File: src/rtl/seq_alu_pkg.sv
// Shared types for the sequential ALU: opcodes, shift-fill selectors and FSM states.
// Optional multiplier datapath is enabled with SEQ_ALU_MUL_EN (see seq_alu.sv).
package seq_alu_pkg;

    typedef enum logic [2:0] {
        ADD  = 3'd0,
        SUB  = 3'd1,
        CEQ  = 3'd2,
        CLT  = 3'd3,
        SHL  = 3'd4,
        SHR  = 3'd5,
        MUL  = 3'd6,
        PASS = 3'd7
    } seq_op_t;

    typedef enum logic [1:0] {
        FILL_ZERO = 2'd0,
        FILL_FLAG = 2'd1,
        FILL_OVF  = 2'd2
    } fill_t;

    typedef enum logic [1:0] {
        IDLE = 2'd0,
        RUN  = 2'd1,
        DONE = 2'd2
    } state_t;

    // Encoding 3 is reserved and behaves as zero fill.
    function automatic logic fill_bit(input logic [1:0] fill, input logic flag,
                                      input logic ovf);
        logic b;
        b = 1'b0;
        if (fill == FILL_FLAG) begin
            b = flag;
        end else if (fill == FILL_OVF) begin
            b = ovf;
        end
        return b;
    endfunction

endpackage

File: src/rtl/alu_comb_n.sv
// Single-cycle arithmetic/compare/pass slice of the sequential ALU.
// Shift and multiply ops yield zero here; they are sequenced by seq_alu.
module alu_comb_n
    import seq_alu_pkg::*;
#(
    parameter int WIDTH = 8
) (
    input  seq_op_t          op_i,
    input  logic [WIDTH-1:0] a_i,
    input  logic [WIDTH-1:0] b_i,
    input  logic             flag_i,
    input  logic             ovf_i,
    output logic [WIDTH-1:0] res_o,
    output logic             flag_o,
    output logic             ovf_o
);

    logic [WIDTH:0] sum;
    logic [WIDTH:0] diff;

    always_comb begin
        // The MSB of the (WIDTH+1)-bit difference is the unsigned borrow.
        sum    = {1'b0, a_i} + {1'b0, b_i} + {{WIDTH{1'b0}}, ovf_i};
        diff   = {1'b0, a_i} - {1'b0, b_i} - {{WIDTH{1'b0}}, ovf_i};
        res_o  = '0;
        flag_o = flag_i;
        ovf_o  = 1'b0;
        case (op_i)
            ADD: begin
                res_o = sum[WIDTH-1:0];
                ovf_o = sum[WIDTH];
            end
            SUB: begin
                res_o = diff[WIDTH-1:0];
                ovf_o = diff[WIDTH];
            end
            CEQ:     flag_o = (a_i == b_i);
            CLT:     flag_o = (a_i < b_i);
            PASS:    res_o  = b_i;
            default: ;
        endcase
    end

endmodule

File: src/rtl/seq_alu.sv
// Multi-cycle ALU with valid/ready handshakes, bit-serial shifts and optional iterative
// multiply. Define SEQ_ALU_MUL_EN to build the shift-add multiplier.
module seq_alu
    import seq_alu_pkg::*;
#(
    parameter int WIDTH = 8
) (
    input  logic             CLK,
    input  logic             RESET,
    input  logic             IN_VALID,
    output logic             IN_READY,
    input  logic [2:0]       OP,
    input  logic [1:0]       FILL,
    input  logic [WIDTH-1:0] INPUTA,
    input  logic [WIDTH-1:0] INPUTB,
    input  logic             FLAG_IN,
    input  logic             OVERFLOW_IN,
    input  logic             ABORT,
    output logic             OUT_VALID,
    input  logic             OUT_READY,
    output logic [WIDTH-1:0] OUT,
    output logic [WIDTH-1:0] OUT_HI,
    output logic             FLAG_OUT,
    output logic             OVERFLOW_OUT
);

    localparam int SHAMT_W = $clog2(WIDTH) + 1;
    localparam logic [SHAMT_W-1:0] CntFull  = SHAMT_W'(WIDTH);
    localparam logic [WIDTH:0]     WidthExt = (WIDTH + 1)'(WIDTH);

    state_t               state_q, state_d;
    seq_op_t              op_q, op_d, op_in;
    logic [SHAMT_W-1:0]   cnt_q, cnt_d, shamt;
    logic [WIDTH-1:0]     work_q, work_d;
    logic                 fillb_q, fillb_d, flag_q, flag_d, fill_in;
    logic [WIDTH-1:0]     out_q, out_d, out_hi_q, out_hi_d;
    logic                 flag_out_q, flag_out_d, ovf_out_q, ovf_out_d;
    logic [WIDTH-1:0]     step_lo, step_hi;
    logic                 step_bit;
    logic [WIDTH-1:0]     comb_res;
    logic                 comb_flag, comb_ovf;
`ifdef SEQ_ALU_MUL_EN
    logic [WIDTH-1:0]     mcand_q, mcand_d, acc_q, acc_d;
    logic [WIDTH:0]       psum;
`endif

    assign op_in   = seq_op_t'(OP);
    assign fill_in = fill_bit(FILL, FLAG_IN, OVERFLOW_IN);
    assign shamt   = ({1'b0, INPUTB} >= WidthExt) ? CntFull : INPUTB[SHAMT_W-1:0];

    alu_comb_n #(
        .WIDTH(WIDTH)
    ) u_comb (
        .op_i  (op_in),
        .a_i   (INPUTA),
        .b_i   (INPUTB),
        .flag_i(FLAG_IN),
        .ovf_i (OVERFLOW_IN),
        .res_o (comb_res),
        .flag_o(comb_flag),
        .ovf_o (comb_ovf)
    );

    // One RUN step: shift by a bit, or one shift-add multiplier iteration.
    always_comb begin
        step_lo  = work_q;
        step_hi  = '0;
        step_bit = 1'b0;
`ifdef SEQ_ALU_MUL_EN
        psum     = '0;
`endif
        case (op_q)
            SHL: begin
                step_lo  = {work_q[WIDTH-2:0], fillb_q};
                step_bit = work_q[WIDTH-1];
            end
            SHR: begin
                step_lo  = {fillb_q, work_q[WIDTH-1:1]};
                step_bit = work_q[0];
            end
`ifdef SEQ_ALU_MUL_EN
            MUL: begin
                psum    = {1'b0, acc_q} + (work_q[0] ? {1'b0, mcand_q} : '0);
                step_hi = psum[WIDTH:1];
                step_lo = {psum[0], work_q[WIDTH-1:1]};
            end
`endif
            default: ;
        endcase
    end

    always_comb begin
        state_d    = state_q;
        op_d       = op_q;
        cnt_d      = cnt_q;
        work_d     = work_q;
        fillb_d    = fillb_q;
        flag_d     = flag_q;
        out_d      = out_q;
        out_hi_d   = out_hi_q;
        flag_out_d = flag_out_q;
        ovf_out_d  = ovf_out_q;
`ifdef SEQ_ALU_MUL_EN
        mcand_d    = mcand_q;
        acc_d      = acc_q;
`endif
        case (state_q)
            IDLE: begin
                if (IN_VALID) begin
                    op_d    = op_in;
                    flag_d  = FLAG_IN;
                    fillb_d = fill_in;
                    work_d  = INPUTA;
                    case (op_in)
                        SHL, SHR: begin
                            cnt_d = shamt;
                            if (shamt == '0) begin
                                state_d    = DONE;
                                out_d      = INPUTA;
                                out_hi_d   = '0;
                                flag_out_d = FLAG_IN;
                                ovf_out_d  = 1'b0;
                            end else begin
                                state_d = RUN;
                            end
                        end
                        MUL: begin
`ifdef SEQ_ALU_MUL_EN
                            work_d  = INPUTB;
                            mcand_d = INPUTA;
                            acc_d   = '0;
                            cnt_d   = CntFull;
                            state_d = RUN;
`else
                            // No multiplier: report the op as illegal.
                            state_d    = DONE;
                            out_d      = '0;
                            out_hi_d   = '0;
                            flag_out_d = FLAG_IN;
                            ovf_out_d  = 1'b1;
`endif
                        end
                        default: begin
                            state_d    = DONE;
                            out_d      = comb_res;
                            out_hi_d   = '0;
                            flag_out_d = comb_flag;
                            ovf_out_d  = comb_ovf;
                        end
                    endcase
                end
            end
            RUN: begin
                if (ABORT) begin
                    state_d = IDLE;
                end else begin
                    work_d = step_lo;
`ifdef SEQ_ALU_MUL_EN
                    acc_d  = step_hi;
`endif
                    cnt_d  = cnt_q - SHAMT_W'(1);
                    if (cnt_q == SHAMT_W'(1)) begin
                        state_d    = DONE;
                        out_d      = step_lo;
                        out_hi_d   = step_hi;
                        flag_out_d = flag_q;
                        ovf_out_d  = (op_q == MUL) ? |step_hi : step_bit;
                    end
                end
            end
            DONE: begin
                if (ABORT || OUT_READY) begin
                    state_d = IDLE;
                end
            end
            default: state_d = IDLE;
        endcase
    end

    always_ff @(posedge CLK or posedge RESET) begin
        if (RESET) begin
            state_q    <= IDLE;
            op_q       <= ADD;
            cnt_q      <= '0;
            work_q     <= '0;
            fillb_q    <= 1'b0;
            flag_q     <= 1'b0;
            out_q      <= '0;
            out_hi_q   <= '0;
            flag_out_q <= 1'b0;
            ovf_out_q  <= 1'b0;
`ifdef SEQ_ALU_MUL_EN
            mcand_q    <= '0;
            acc_q      <= '0;
`endif
        end else begin
            state_q    <= state_d;
            op_q       <= op_d;
            cnt_q      <= cnt_d;
            work_q     <= work_d;
            fillb_q    <= fillb_d;
            flag_q     <= flag_d;
            out_q      <= out_d;
            out_hi_q   <= out_hi_d;
            flag_out_q <= flag_out_d;
            ovf_out_q  <= ovf_out_d;
`ifdef SEQ_ALU_MUL_EN
            mcand_q    <= mcand_d;
            acc_q      <= acc_d;
`endif
        end
    end

    assign IN_READY     = (state_q == IDLE);
    assign OUT_VALID    = (state_q == DONE);
    assign OUT          = out_q;
    assign OUT_HI       = out_hi_q;
    assign FLAG_OUT     = flag_out_q;
    assign OVERFLOW_OUT = ovf_out_q;

endmodule

File: config.mk
export PLATFORM = sky130hd
export DESIGN_NAME = seq_alu
export DESIGN_NICKNAME = d
export VERILOG_FILES = /design/src/rtl/seq_alu_pkg.sv /design/src/rtl/alu_comb_n.sv /design/src/rtl/seq_alu.sv
export SDC_FILE = /design/constraint.sdc
export NUM_CORES = 1
export LEC_CHECK = 0
export CAP_MARGIN = 20
export CORE_ASPECT_RATIO = 1.75
export CORE_MARGIN = 5
export CORE_UTILIZATION = 50
export CTS_BUF_LIST = sky130_fd_sc_hd__clkbuf_2 sky130_fd_sc_hd__clkbuf_4 sky130_fd_sc_hd__clkbuf_8
export DETAILED_ROUTE_END_ITERATION = 12
export HOLD_SLACK_MARGIN = 0.05
export PLACE_DENSITY = 0.75
export SLEW_MARGIN = 20
export SYNTH_ARGS = -nofsm -noshare
export SYNTH_HDL_FRONTEND = slang
export SYNTH_SLANG_ARGS = --single-unit
File: constraint.sdc
create_clock -name CLK -period 5.2 [get_ports CLK]
set_input_delay 1.04 -clock CLK [delete_from_list [all_inputs] [get_ports CLK]]
set_output_delay 1.04 -clock CLK [all_outputs]
set_load 0.005 [all_outputs]
==> results.txt <==
Final ANT Viol Nets: 0
Clock transition at path regs: 0.06 ns
starting density of the core: 51.01%
Post-Place Cells: 476
Routed wire per std cell: 16.52 µm
worst reg2reg startpoint: state_q[0]
vias in the first global route: 2957
FMAX: 270.5 MHz
Mean Syn Cell Area: 7.977 µm²
Core Rows: 37
CP Data Arrival Time: 3.85 ns
port bufs: 39
hold wc startpoint: OUT[1]
Final TNS setup: 0 ns
root buffer cell: clkbuf_8
CP startpoint kind: input port
outcome: finished, final reports clean
Tcrit/Tclk final: 71.09%
Global Route Usage Sum: 23.00%
Slew HR: 52.57%
vias per cell: 5.793
1st-pass router iterations: 4
post-CTS setup buffer count: 0
fin cells: 484
Req. time, crit path: 5.35 ns
Final nets: 468
P&R area growth vs syn: 17.20%
Final Skew: 0.006456 ns
P per Cell Area: 338.2 nW/µm²
Synth Cell Area: 2975 µm²
grt total ovfl: 0
crit-path cells: clkdlybuf4s50_1 > inv_1 > fa_1 > fa_1 > nand2b_1 > a211oi_1 > o31ai_1 > xnor2_1 > a311oi_1 > o31ai_1
Clock Latency Late Sink: 0.28 ns
maximum buffer depth of the clock tree: 2
largest net degree at the start of global routing: 30
Max VDD drop: 152.0 µV
final WL: 7997 µm
Synth Area in Compound Gates: 25.02%
Synth cell types: 58
placer's final routability congestion estimate: 0.9804
static leakage: 1.575 nW
DR iter-0 viols: 210
H-tree depth: 2
transition time of the tightest slew-check pin: 0.7114 ns
antenna violations before repair: 0
Hold Buf Count CTS: 0
Die Wd: 68.31 µm
max-slew violations: 0
Hold Violations, Final: 0
layout cells sized above 1: 6.404%
first-pass GRT wire length: 13740 µm
Die Height: 112.0 µm
main combinational cell family by area after synthesis: compound AO/OA/AOI/OAI gates
ys async rst share: 100.0%
reg2reg end: OUT[4]
Max Cap Viol: 0
CP max-delay cell: clkdlybuf4s50_1
Synth Instances: 373
CTS tree: built
routed vias: 2804
Critical Setup Path Class: in2reg
RSZ-0062 raised after global routing: false
Reg2Reg Setup Slack: 2.81 ns
Simple-Gate Fraction of Synth Area: 16.86%
fillers: 577
XOR/XNOR Fraction of Synth Area: 2.944%
Period minus WS final: 3.697 ns
FF+latch count, synth: 29
sequential fraction of the synthesis area: 24.39%
Post-CTS Resized: 0
CP endpoint: OVERFLOW_OUT
R2R cell count: 7
Setup-failing EPs final: 0
multiplexer area fraction after synthesis: 5.551%
Synth warnings: 0
HPWL Detailed: 6439 µm
Hold Crit Class: reg2reg
Crit path largest cell delay: 0.61 ns
adder-cell share of the synthesized area: 15.73%
top-level I/O count: 48
Crit. Startpoint: INPUTB[0]
Die Area: 7654 µm²
# DRC: 0
Ant. Diodes: 0
TritonCTS Buffers: 5
CP Capture Type: register
EDFF count, synth: 0
Primary FF master, synth: dfrtp_1
CP Max Fanout: 6
Sink Count: 29
core box area: 5833 µm²
## state kept, by name, indices dropped and copies added, names as in the netlist, 2 cells and up
| name | count |
|---|---|
| state_q | 2 |
| op_q | 3 |
| work_q | 8 |
| cnt_q | 4 |
| OUT | 8 |
## per-stage QoR
stage	setup WS [ns]	hold WS [ns]	instance area [µm²]	total power [W]	util, %
2_1_floorplan	2.077	0.4698	3002	0.0007759	-
3_3_place_gp	1.309	0.4671	3398	0.0009756	58.26
3_5_place_dp	1.225	0.4754	3398	0.0009921	58.26
4_1_cts	1.506	0.4896	3485	0.001180	59.74
5_1_grt	1.318	0.5360	3487	0.001275	59.78
6_report	1.503	0.4818	3487	0.001179	59.78
## worst min-delay path by stage
stage	end	cells after the start
floorplan	cnt_q[3]	2
global placement	OUT[1]	2
detailed placement	OUT[1]	2
CTS	OUT[1]	2
global route	OUT[6]	1
finish	OUT[1]	2
## Yosys cell counts (4+ instances only)
cell	n	share of area (%)
inv_1	40	5.0
a21oi_1	38	6.4
nor2_1	34	4.3
ha_1	31	13
dfrtp_1	29	24
o21ai_0	28	4.7
nand2_1	21	2.6
clkbuf_1	15	1.9
mux2i_1	12	4.0
xnor2_1	10	2.9
buf_4	8	2.0
nand3_1	7	1.2
nand2b_1	6	1.3
nor2b_1	6	1.3
nor3_1	6	1.0
a211oi_1	5	1.3
a21o_1	5	1.3
fa_1	4	2.7
mux2_2	4	1.5
o21a_1	4	1.0
o31ai_1	4	1.0
## cell type report
| type | count | area [µm²] | share of cell area [%] |
|---|---|---|---|
| clock buffer | 6 | 76.32 | 2.189 |
| clock inverter | 2 | 10.01 | 0.2870 |
| inverter | 40 | 150.1 | 4.306 |
| multi-input combinational | 285 | 1999 | 57.34 |
| sequential | 29 | 725.7 | 20.81 |
| tap | 78 | 97.59 | 2.799 |
| timing repair buffer | 44 | 427.9 | 12.27 |
## layout by cell type (no fill, tap or decap), types with 5 or more instances in the layout
master | Yosys | layout
inv_1 | 40 | 40
clkdlybuf4s50_1 | 0 | 39
a21oi_1 | 38 | 38
nor2_1 | 34 | 34
ha_1 | 31 | 31
dfrtp_1 | 29 | 29
o21ai_0 | 28 | 28
nand2_1 | 21 | 21
mux2i_1 | 12 | 12
xnor2_1 | 10 | 10
conb_1 | 1 | 8
nand3_1 | 7 | 7
nand2b_1 | 6 | 6
nor3_1 | 6 | 6
a21o_1 | 5 | 5
nor2b_1 | 6 | 5
a211oi_1 | 5 | 5
clkbuf_8 | 0 | 5
buf_4 | 8 | 5
## cells by family after synthesis
logic type | after synthesis
flops | 29
buf+inv | 66
fa+ha+maj | 35
other cells | 1
xor+xnor | 10
mux | 16
compound gates | 116
simple gates | 100
## where the power goes
group	switching [W]	internal (W)
Sequential	0.0000996	0.000323
Clock	0.0000882	0.0000978
Combinational	0.000287	0.000283
Total	0.000475	0.000704
## worst max-delay path: cells and delay by family
family	cells	cell delay, ns
buffers and inverters	2	0.70
XOR/XNOR	1	0.14
adder cells (fa/ha/maj)	2	0.84
AND/OR/NAND/NOR	1	0.18
AO/OA/AOI/OAI	4	0.95
## layer usage
metal  vias up  wire, µm  global-route usage (%)
met3        27       292                   1.902
met4         0       340                   12.48
met1      1332      3034                   26.63
met5         -         0                       0
li1       1353         -                       -
met2        92      4329                   40.01
Power figures use the tool's default switching activity.
